--- src/rtl/ltc2333_ctrl_if.sv ---
// rtl/ltc2333_ctrl_if.sv - ADC pin bundle between ltc2333_ctrl (master) and the LTC2333 (slave)
interface ltc2333_ctrl_if;
    logic cnv;
    logic scki;
    logic sdi;
    logic busy;

    modport master (output cnv, output scki, output sdi, input busy);
    modport slave  (input cnv, input scki, input sdi, output busy);
endinterface

--- src/rtl/ltc2333_ctrl.sv ---
// rtl/ltc2333_ctrl.sv - LTC2333 periodic conversion + SoftSpan/readout sequencer; busy sensing under LTC2333_CTRL_BUSY_EN
module ltc2333_ctrl #(
    parameter int CLK_DIV      = 2,
    parameter int CNV_HIGH     = 4,
    parameter int CONV_CYCLES  = 100,
    parameter int BUSY_TIMEOUT = 200
) (
    input  logic           clk,
    input  logic           reset,
    input  logic           enable,
    input  logic [31:0]    period,
    input  logic [3:0]     n_ch,
    input  logic [23:0]    softspan,
    ltc2333_ctrl_if.master adc,
    output logic           done,
    output logic           overrun,
    output logic           timeout,
    output logic           active
);
    typedef enum logic [2:0] {IDLE, CNV, WAIT, SHIFT, DONE} state_t;

    localparam logic [31:0] MIN_PERIOD = 32'(CNV_HIGH + 24);
    localparam logic [31:0] CNV_LAST   = 32'(CNV_HIGH - 1);
    localparam logic [31:0] DIV_LAST   = 32'(CLK_DIV - 1);
    localparam logic [7:0]  MAX_BITS   = 8'd192;

    state_t      state, state_n;
    logic [31:0] per_cnt, per_reload, tmr;
    logic [3:0]  nch_q;
    logic [23:0] sh;
    logic [7:0]  bit_cnt, bit_total;
    logic        cnv_q, scki_q, sdi_q;
    logic        trigger, phase_end, last_bit, timeout_n, wait_done, wait_to;

    assign per_reload = ((period < MIN_PERIOD) ? MIN_PERIOD : period) - 32'd1;
    assign trigger    = enable && (per_cnt == 32'd0);
    assign bit_total  = {1'b0, nch_q, 3'b000} + {nch_q, 4'b0000};
    assign phase_end  = (tmr == DIV_LAST);
    assign last_bit   = ((bit_cnt + 8'd1) >= bit_total);

    assign adc.cnv  = cnv_q;
    assign adc.scki = scki_q;
    assign adc.sdi  = sdi_q;

`ifdef LTC2333_CTRL_BUSY_EN
    localparam logic [31:0] TO_LAST      = 32'(BUSY_TIMEOUT - 1);
    localparam int          unused_conv  = CONV_CYCLES;
    logic busy_s1, busy_s2, busy_seen;

    // busy_seen remembers that BUSY rose during this WAIT, so a later low means "conversion finished"
    always_ff @(posedge clk) begin
        if (reset) begin
            busy_s1   <= 1'b0;
            busy_s2   <= 1'b0;
            busy_seen <= 1'b0;
        end else begin
            busy_s1   <= adc.busy;
            busy_s2   <= busy_s1;
            busy_seen <= (state == WAIT) && (busy_seen || busy_s2);
        end
    end

    assign wait_done = !busy_s2 && (busy_seen || (tmr >= 32'd7));
    assign wait_to   = (tmr >= TO_LAST);
`else
    localparam logic [31:0] CONV_LAST  = 32'(CONV_CYCLES - 1);
    localparam int          unused_to  = BUSY_TIMEOUT;
    logic unused_busy;

    assign unused_busy = adc.busy;
    assign wait_done   = (tmr >= CONV_LAST);
    assign wait_to     = 1'b0;
`endif

    always_comb begin
        state_n   = state;
        timeout_n = 1'b0;
        case (state)
            IDLE:  if (trigger) state_n = CNV;
            CNV:   if (tmr >= CNV_LAST) state_n = WAIT;
            WAIT: begin
                if (wait_done) begin
                    state_n = SHIFT;
                end else if (wait_to) begin
                    state_n   = SHIFT;
                    timeout_n = 1'b1;
                end
            end
            SHIFT: if (phase_end && scki_q && last_bit) state_n = DONE;
            DONE:  state_n = IDLE;
            default: state_n = IDLE;
        endcase
    end

    always_ff @(posedge clk) begin
        if (reset) begin
            state   <= IDLE;
            per_cnt <= per_reload;
            tmr     <= 32'd0;
            nch_q   <= 4'd0;
            sh      <= 24'd0;
            bit_cnt <= 8'd0;
            cnv_q   <= 1'b0;
            scki_q  <= 1'b0;
            sdi_q   <= 1'b0;
            done    <= 1'b0;
            overrun <= 1'b0;
            timeout <= 1'b0;
            active  <= 1'b0;
        end else begin
            state   <= state_n;
            cnv_q   <= (state_n == CNV);
            active  <= (state_n != IDLE);
            done    <= (state_n == DONE);
            overrun <= trigger && (state != IDLE);
            timeout <= timeout_n;

            if (!enable || (per_cnt == 32'd0)) per_cnt <= per_reload;
            else                              per_cnt <= per_cnt - 32'd1;

            // tmr counts cycles within a state, and within an SCKI half-period while shifting
            if ((state_n != state) || (state == IDLE) || ((state == SHIFT) && phase_end)) tmr <= 32'd0;
            else                                                                     tmr <= tmr + 32'd1;

            if ((state == IDLE) && trigger) begin
                nch_q <= ((n_ch == 4'd0) || (n_ch > 4'd8)) ? 4'd8 : n_ch;
                sh    <= softspan;
            end

            if ((state_n == SHIFT) && (state != SHIFT)) begin
                scki_q  <= 1'b0;
                sdi_q   <= sh[23];
                sh      <= {sh[22:0], 1'b0};
                bit_cnt <= 8'd0;
            end else if ((state == SHIFT) && (state_n == SHIFT) && phase_end) begin
                scki_q <= !scki_q;
                if (scki_q) begin
                    sdi_q   <= sh[23];
                    sh      <= {sh[22:0], 1'b0};
                    bit_cnt <= (bit_cnt < MAX_BITS) ? (bit_cnt + 8'd1) : MAX_BITS;
                end
            end else if (state_n != SHIFT) begin
                scki_q <= 1'b0;
                sdi_q  <= 1'b0;
            end
        end
    end
endmodule

--- src/flat_wrapper.sv ---
// flat-port wrapper written by rule: the top's interface ports become plain ports
module ltc2333_ctrl_flat 
#(
    parameter int CLK_DIV      = 2,
    parameter int CNV_HIGH     = 4,
    parameter int CONV_CYCLES  = 100,
    parameter int BUSY_TIMEOUT = 200
)
  (clk, reset, enable, period, n_ch, softspan, done, overrun, timeout, active, adc_cnv, adc_scki, adc_sdi, adc_busy);
  ltc2333_ctrl_if adc_i ();
  input  logic clk;
  input  logic reset;
  input  logic enable;
  input  logic [31:0] period;
  input  logic [3:0] n_ch;
  input  logic [23:0] softspan;
  output logic done;
  output logic overrun;
  output logic timeout;
  output logic active;
  output wire logic [$bits(adc_i.cnv)-1:0] adc_cnv;
  output wire logic [$bits(adc_i.scki)-1:0] adc_scki;
  output wire logic [$bits(adc_i.sdi)-1:0] adc_sdi;
  input wire logic [$bits(adc_i.busy)-1:0] adc_busy;
  assign adc_cnv = adc_i.cnv;
  assign adc_scki = adc_i.scki;
  assign adc_sdi = adc_i.sdi;
  assign adc_i.busy = adc_busy;
  ltc2333_ctrl #(.CLK_DIV(CLK_DIV), .CNV_HIGH(CNV_HIGH), .CONV_CYCLES(CONV_CYCLES), .BUSY_TIMEOUT(BUSY_TIMEOUT)) u_core (.clk(clk), .reset(reset), .enable(enable), .period(period), .n_ch(n_ch), .softspan(softspan), .adc(adc_i), .done(done), .overrun(overrun), .timeout(timeout), .active(active));
endmodule
--- config.mk ---
export PLATFORM = sky130hd
export DESIGN_NAME = ltc2333_ctrl_flat
export DESIGN_NICKNAME = d
export VERILOG_FILES = /design/src/rtl/ltc2333_ctrl_if.sv /design/src/rtl/ltc2333_ctrl.sv /design/src/flat_wrapper.sv
export SDC_FILE = /design/constraint.sdc
export NUM_CORES = 1
export LEC_CHECK = 0
export ABC_AREA = 0
export CAP_MARGIN = 20
export CELL_PAD_IN_SITES_DETAIL_PLACEMENT = 0
export CELL_PAD_IN_SITES_GLOBAL_PLACEMENT = 1
export CORE_MARGIN = 2
export CORE_UTILIZATION = 25
export DETAILED_ROUTE_END_ITERATION = 8
export PLACE_DENSITY_LB_ADDON = 0.15
export SLEW_MARGIN = 10
export SYNTH_ARGS = -nofsm -noshare
export SYNTH_HDL_FRONTEND = slang
export SYNTH_SLANG_ARGS = --single-unit
--- constraint.sdc ---
create_clock -name clk -period 4.5 [get_ports clk]
set_clock_uncertainty 0.2 [all_clocks]
set_input_delay 0.45 -clock clk [delete_from_list [all_inputs] [get_ports clk]]
set_output_delay 0.45 -clock clk [all_outputs]
set_load 0.05 [all_outputs]
* Word level (Yosys, flattened, before mapping)
Cells that the tools add are included.
** Word-level totals
- Bits of input ports :: 64
- Register bits :: 109
- Logic and storage cells :: 80
- Output and inout port bits :: 7
** Cells by class
- Equal/unequal tests :: 11
- Reductions and logical operators :: 26
- Muxes and demuxes :: 19
- Order comparisons :: 6
- Add/sub/neg operators :: 5
** Operator list (count)
- 24-bit 2-to-1 mux :: 4
- 32-bit 2-to-1 mux :: 3
- 32-bit by 1-bit subtractor with 32-bit output, second input constant :: 2
- 32-bit by 1-bit adder with 32-bit output, second input constant :: 1
- 32-bit by 1-bit equality test with 1-bit output, second input constant :: 1
- 32-bit by 2-bit >= comparator with 1-bit output, second input constant :: 1
- 32-bit by 7-bit >= comparator with 1-bit output, second input constant :: 1
- 32-bit zero test :: 1
- 32-bit by 5-bit less-than comparator with 1-bit output, second input constant :: 1
- 3-bit 2-to-1 mux :: 4
- 3-bit case mux with 4 select lines :: 1
- 3-bit by 2-bit equality test with 1-bit output, second input constant :: 3
- 1-bit logical AND :: 9
- 3-bit nonzero test :: 3
- 7-bit by 8-bit adder with 8-bit output :: 1
- 8-bit by 1-bit adder with 8-bit output, second input constant :: 1
- 8-bit >= comparator :: 1
- 8-bit less-than comparator, second input constant :: 1
- 8-bit 2-to-1 mux :: 1
- 3-bit by 1-bit equality test with 1-bit output, second input constant :: 2
- 3-bit by 2-bit inequality test with 1-bit output, second input constant :: 2
- 1-bit 2-to-1 mux :: 5
- 4-bit greater-than comparator, second input constant :: 1
- 4-bit zero test :: 1
- 10 further kinds :: 16

* Depth between registers and ports, before layout
- Depth in word-level cells :: 10
- Gate-level depth with buffers :: 13
- Gate-level depth less buffers :: 11

* Worst setup path before layout
No wires, ideal clock.
- Path type :: register to register
- Start point :: reg u_core.nch_q[1]
- End point :: reg u_core.tmr[25]
- Arrival time :: 3087 ps
- Period minus slack after synthesis :: 3391 ps
- Path slack :: 1109 ps
- Library setup time :: 104 ps
- Cell stages (with the launch flop) :: 13
- Required time :: 4196 ps
- Path through :: dfxtp_1 ha_1 inv_1 fa_1 xor2_1 ha_1 and3_1 o31ai_1 a211o_1 o31a_1 or4_4 buf_4 a2111oi_2
** On the way
- Cells in the longest elaborated chain, start to end :: 9
** Ends and longest elaborated chain
- from (decl) :: RTL line ltc2333_ctrl.sv:29 : logic [3:0] nch_q;
- from (signal assigned) :: RTL line ltc2333_ctrl.sv:126 : nch_q <= ((n_ch == 4'd0) || (n_ch > 4'd8)) ? 4'd8 : n_ch;
- 7-bit by 8-bit adder with 8-bit output :: RTL line ltc2333_ctrl.sv:37 : assign bit_total = {1'b0, nch_q, 3'b000} + {nch_q, 4'b0000};
- 8-bit >= comparator :: RTL line ltc2333_ctrl.sv:39 : assign last_bit = ((bit_cnt + 8'd1) >= bit_total);
- 1-bit logical AND :: RTL line ltc2333_ctrl.sv:89 : SHIFT: if (phase_end && scki_q && last_bit) state_n = DONE;
- 3-bit 2-to-1 mux :: RTL line ltc2333_ctrl.sv:89
- 3-bit case mux with 4 select lines :: RTL line ltc2333_ctrl.sv:78 : case (state)
- 3-bit inequality test :: RTL line ltc2333_ctrl.sv:122 : if ((state_n != state) || (state == IDLE) || ((state == SHIFT) && phase_end)) tmr <= 32'd0;
- 1-bit logical OR (2 in a row) :: RTL line ltc2333_ctrl.sv:122
- 2-bit OR reduction (no line)
- to (signal assigned) :: RTL line ltc2333_ctrl.sv:123 : else tmr <= tmr + 32'd1;
- to (decl) :: RTL line ltc2333_ctrl.sv:28 : logic [31:0] per_cnt, per_reload, tmr;
Every way passes these cells.
A chain may end at the register's enable or synchronous reset.

* Worst setup path after layout
- Start point :: reg u_core.nch_q[1]
- End point :: reg u_core.tmr[30]
Same word-level chain as after synthesis.

==> results.tsv <==
stage	metric	value	unit
outcome	status	finished, final reports clean	
synthesis	yosysTopAreaCell	dfxtp_1	
synthesis	async_flop_share	0	%
synthesis	syn-num-nets	815	
setup_path	worstSetupEndpointType	flip-flop	
power	vdd_ir_drop_max	0.170	mV
synthesis	synth_fa_ha_area_share	2.86	%
clocking	ctsHtreeMaxLevel	3	
floorplanning	dieHeight	164	µm
detailed_routing	wl_met2	8000	µm
setup_path	cp.required	4.54	ns
sta	tns	0	ns
setup_path	critPathMaxFanout	32	
sta	finalCriticalPeriod	3.86	ns
detailed_routing	vias	5401	
setup_path	critical_path_arrival	3.90	ns
global_route	grt_pass1_vias	5285	
synthesis	synth-simple-area-share	25.7	%
detailed_routing	m1WireLength	7600	µm
synthesis	synth_cells	737	
floorplanning	die_w	164	µm
sta	grt_setup_unrepaired	no	
detailed_routing	first_iter_violations	270	
cells_and_area	drive_above_1_share	7.46	%
hold_path	worstHoldStart	u_core.adc.sdi	
cells_and_area	fin_area	7700	µm²
synthesis	synth_mux_area_share	6.58	%
floorplanning	start_util	25.4	%
detailed_routing	dr.pass1.iters	4	
power	leakage	2.69	nW
clocking	clockBufferDepth	2	
setup_path	r2r_end	u_core.tmr[30]	
clocking	cts_root_buffer	clkbuf_16	
global_route	grt_pass1_wl	27400	µm
cells_and_area	fin_util	30.6	%
floorplanning	coreArea	25200	µm²
synthesis	synth_area_per_cell	8.68	µm²
global_route	antenna_found_initial	1	
setup_path	reg2reg_from	u_core.nch_q[1]	
clocking	cts.hold.buffers_added	0	
power	total_power	1.98	mW
synthesis	synthesis.area	6390	µm²
global_route	gr-total-overflow	0	
setup_path	crit_type	flip-flop to flip-flop	
cells_and_area	nets	864	
detailed_routing	postRouteAntennaNets	0	
floorplanning	io_pins	71	
synthesis	synth_top_cell_area_share	34.1	%
clocking	cts_sinks	109	
detailed_routing	drcViolationCount	0	
placement	place_area	7400	µm²
hold_path	min_path_cells	2	
sta	whs	0.258	ns
detailed_routing	routed-wl-met3	640	µm
synthesis	synth-edff-count	0	
job	max-cap-violations	0	
synthesis	synth_seq_cells	109	
synthesis	synth-main-ff-cell	dfxtp_1	
floorplanning	fp-row-count	58	
clocking	clk_pin_slew	0.08	ns
synthesis	synth_xor_area_share	12.5	%
setup_path	crit_path_start_kind	flip-flop	
cells_and_area	diodes	0	
detailed_routing	top_layer	met5	
hold_path	hold_class	flip-flop to flip-flop	
clocking	worst_skew_pair.late_latency	0.36	ns
detailed_routing	via_per_inst	4.82	
synthesis	ys_seq_area_share	34.1	%
global_route	grt_use_total	12.7	%
placement	place.port_buffers	68	
sta	slew_headroom	45.8	%
clocking	cts_setup_buffers	0	
placement	gp_congestion	0.762	
sta	tightestPinTransition	0.807	ns
global_route	grt_max_degree	48	
detailed_routing	wl	16500	µm
sta	finalCritPeriodShare	85.7	%
clocking	cts_tree	yes	
synthesis	synth_warnings	0	
floorplanning	die_area	26900	µm²
setup_path	regToRegSetupSlack	0.64	ns
sta	final_max_slew_viol_count	0	
detailed_routing	routedWlPerCell	14.7	µm
sta	hold_violations	0	
sta	fmax	259	MHz
synthesis	synth_top_family_by_area	simple AND/OR/NAND/NOR gates	
synthesis	yosys-top-cells-area	dfxtp_1 34%, mux2i_1 6.6%, xor2_1 6.4%	
clocking	numCtsBuffers	9	
synthesis	synth_compound_area_share	14.3	%
cells_and_area	n_fill_cell	2656	
synthesis	yosysUniqueCellTypes	57	
setup_path	reg2regPathDepth	11	
cells_and_area	syn2layout_area_growth	20.5	%
power	p_per_area	258	nW/µm²
clocking	cts_resized	0	
placement	dp_hpwl	12100	µm
hold_path	min_delay_worst_endpoint	u_core.adc.sdi	
sta	report.final.setup_viol	0	
[through the flow]
step	worst slack, ns	cells
final	0.642	1121
after global routing	0.261	1121
after CTS	0.534	1119
after detailed placement	0.536	1103
after global placement	0.643	1102
after floorplan	1.11	737
[worst max-delay path, stage by stage, from the launching register on]
cell       delay, ns
dfxtp_1         0.39
ha_1            0.19
inv_1           0.05
fa_1            0.37
xor2_1          0.16
ha_1            0.28
and3_1          0.15
o31ai_1         0.11
a211o_1         0.31
o31a_1          0.32
or4_4           0.75
a2111oi_0       0.44
[power breakdown]
group | switching, mW | internal [mW] | leakage [nW] | total, mW
Sequential | 0.0274 | 0.992 | 0.890 | 1.02
Combinational | 0.0806 | 0.0985 | 1.66 | 0.179
Clock | 0.402 | 0.384 | 0.131 | 0.787
[cells by family (layout without fill, tap and decap cells)]
kind of cell,Yosys count,count (layout)
fa+ha+maj,14,14
xor+xnor,91,91
other cells,1,1
mux,42,42
simple gates,301,301
buf+inv,58,112
flops,109,109
compound gates,121,121
[layout make-up]
| cell class | count | area [µm²] | area share, % |
|---|---|---|---|
| Timing Repair Buffer | 82 | 798 | 10.4 |
| Tap cell | 330 | 413 | 5.36 |
| Sequential cell | 109 | 2180 | 28.3 |
| Clock buffer | 9 | 225 | 2.92 |
| Inverter | 14 | 52.6 | 0.682 |
| Clock inverter | 7 | 58.8 | 0.763 |
| Multi-Input combinational cell | 570 | 3970 | 51.6 |
[how the worst max path moves through the flow]
stage / startpoint / to / slack [ns] / depth (start not counted)
floorplan: u_core.nch_q[1] / u_core.tmr[25] / 1.11 / 12
global placement: u_core.nch_q[1] / u_core.tmr[28] / 0.64 / 11
detailed placement: u_core.nch_q[1] / u_core.tmr[30] / 0.54 / 11
CTS: u_core.nch_q[1] / u_core.tmr[30] / 0.53 / 11
global route: u_core.bit_cnt[0] / u_core.tmr[30] / 0.26 / 12
finish: u_core.nch_q[1] / u_core.tmr[30] / 0.64 / 11
[per-layer routing]
layer / vias to the layer above / GRT usage (%)
li1: 2783 / -
met1: 2504 / 16.1
met2: 95 / 21.5
met3: 17 / 2.95
met4: 2 / 3.35
met5: - / 0
[placed cells by master, fill, tap and decap left out, types with 8 or more instances in the layout]
cell type,count
a2111oi_2,14
a211oi_1,25
a21oi_1,48
buf_4,10
clkbuf_16,9
clkdlybuf4s50_1,67
dfxtp_1,109
ha_1,13
inv_1,14
mux2i_1,42
nand2_1,56
nand3_1,24
nand3b_1,8
nand4_1,17
nor2_1,69
nor3_1,28
nor4_1,23
or3_1,10
or4_1,14
xnor2_1,44
xor2_1,47
[synthesized netlist by cell type, drive strengths merged, types with 4 or more instances]
| master | n |
|---|---|
| a2111oi | 18 |
| a211oi | 26 |
| a21oi | 48 |
| a31oi | 4 |
| and3 | 5 |
| and4 | 5 |
| buf | 15 |
| clkbuf | 29 |
| dfxtp | 109 |
| ha | 13 |
| inv | 14 |
| mux2i | 42 |
| nand2 | 56 |
| nand3 | 24 |
| nand3b | 8 |
| nand4 | 17 |
| nand4b | 6 |
| nor2 | 69 |
| nor2b | 4 |
| nor3 | 28 |
| nor3b | 6 |
| nor4 | 26 |
| nor4b | 5 |
| o21ai | 9 |
| or2 | 4 |
| or3 | 10 |
| or4 | 17 |
| xnor2 | 44 |
| xor2 | 47 |
[sequential cells by signal, indices dropped and copies added, names as in the netlist, 3 cells and up]
signal,count
u_core.sh,24
u_core.bit_cnt,8
u_core.state,3
u_core.per_cnt,32
u_core.tmr,32
u_core.nch_q,4
Power figures use the tool's default switching activity.
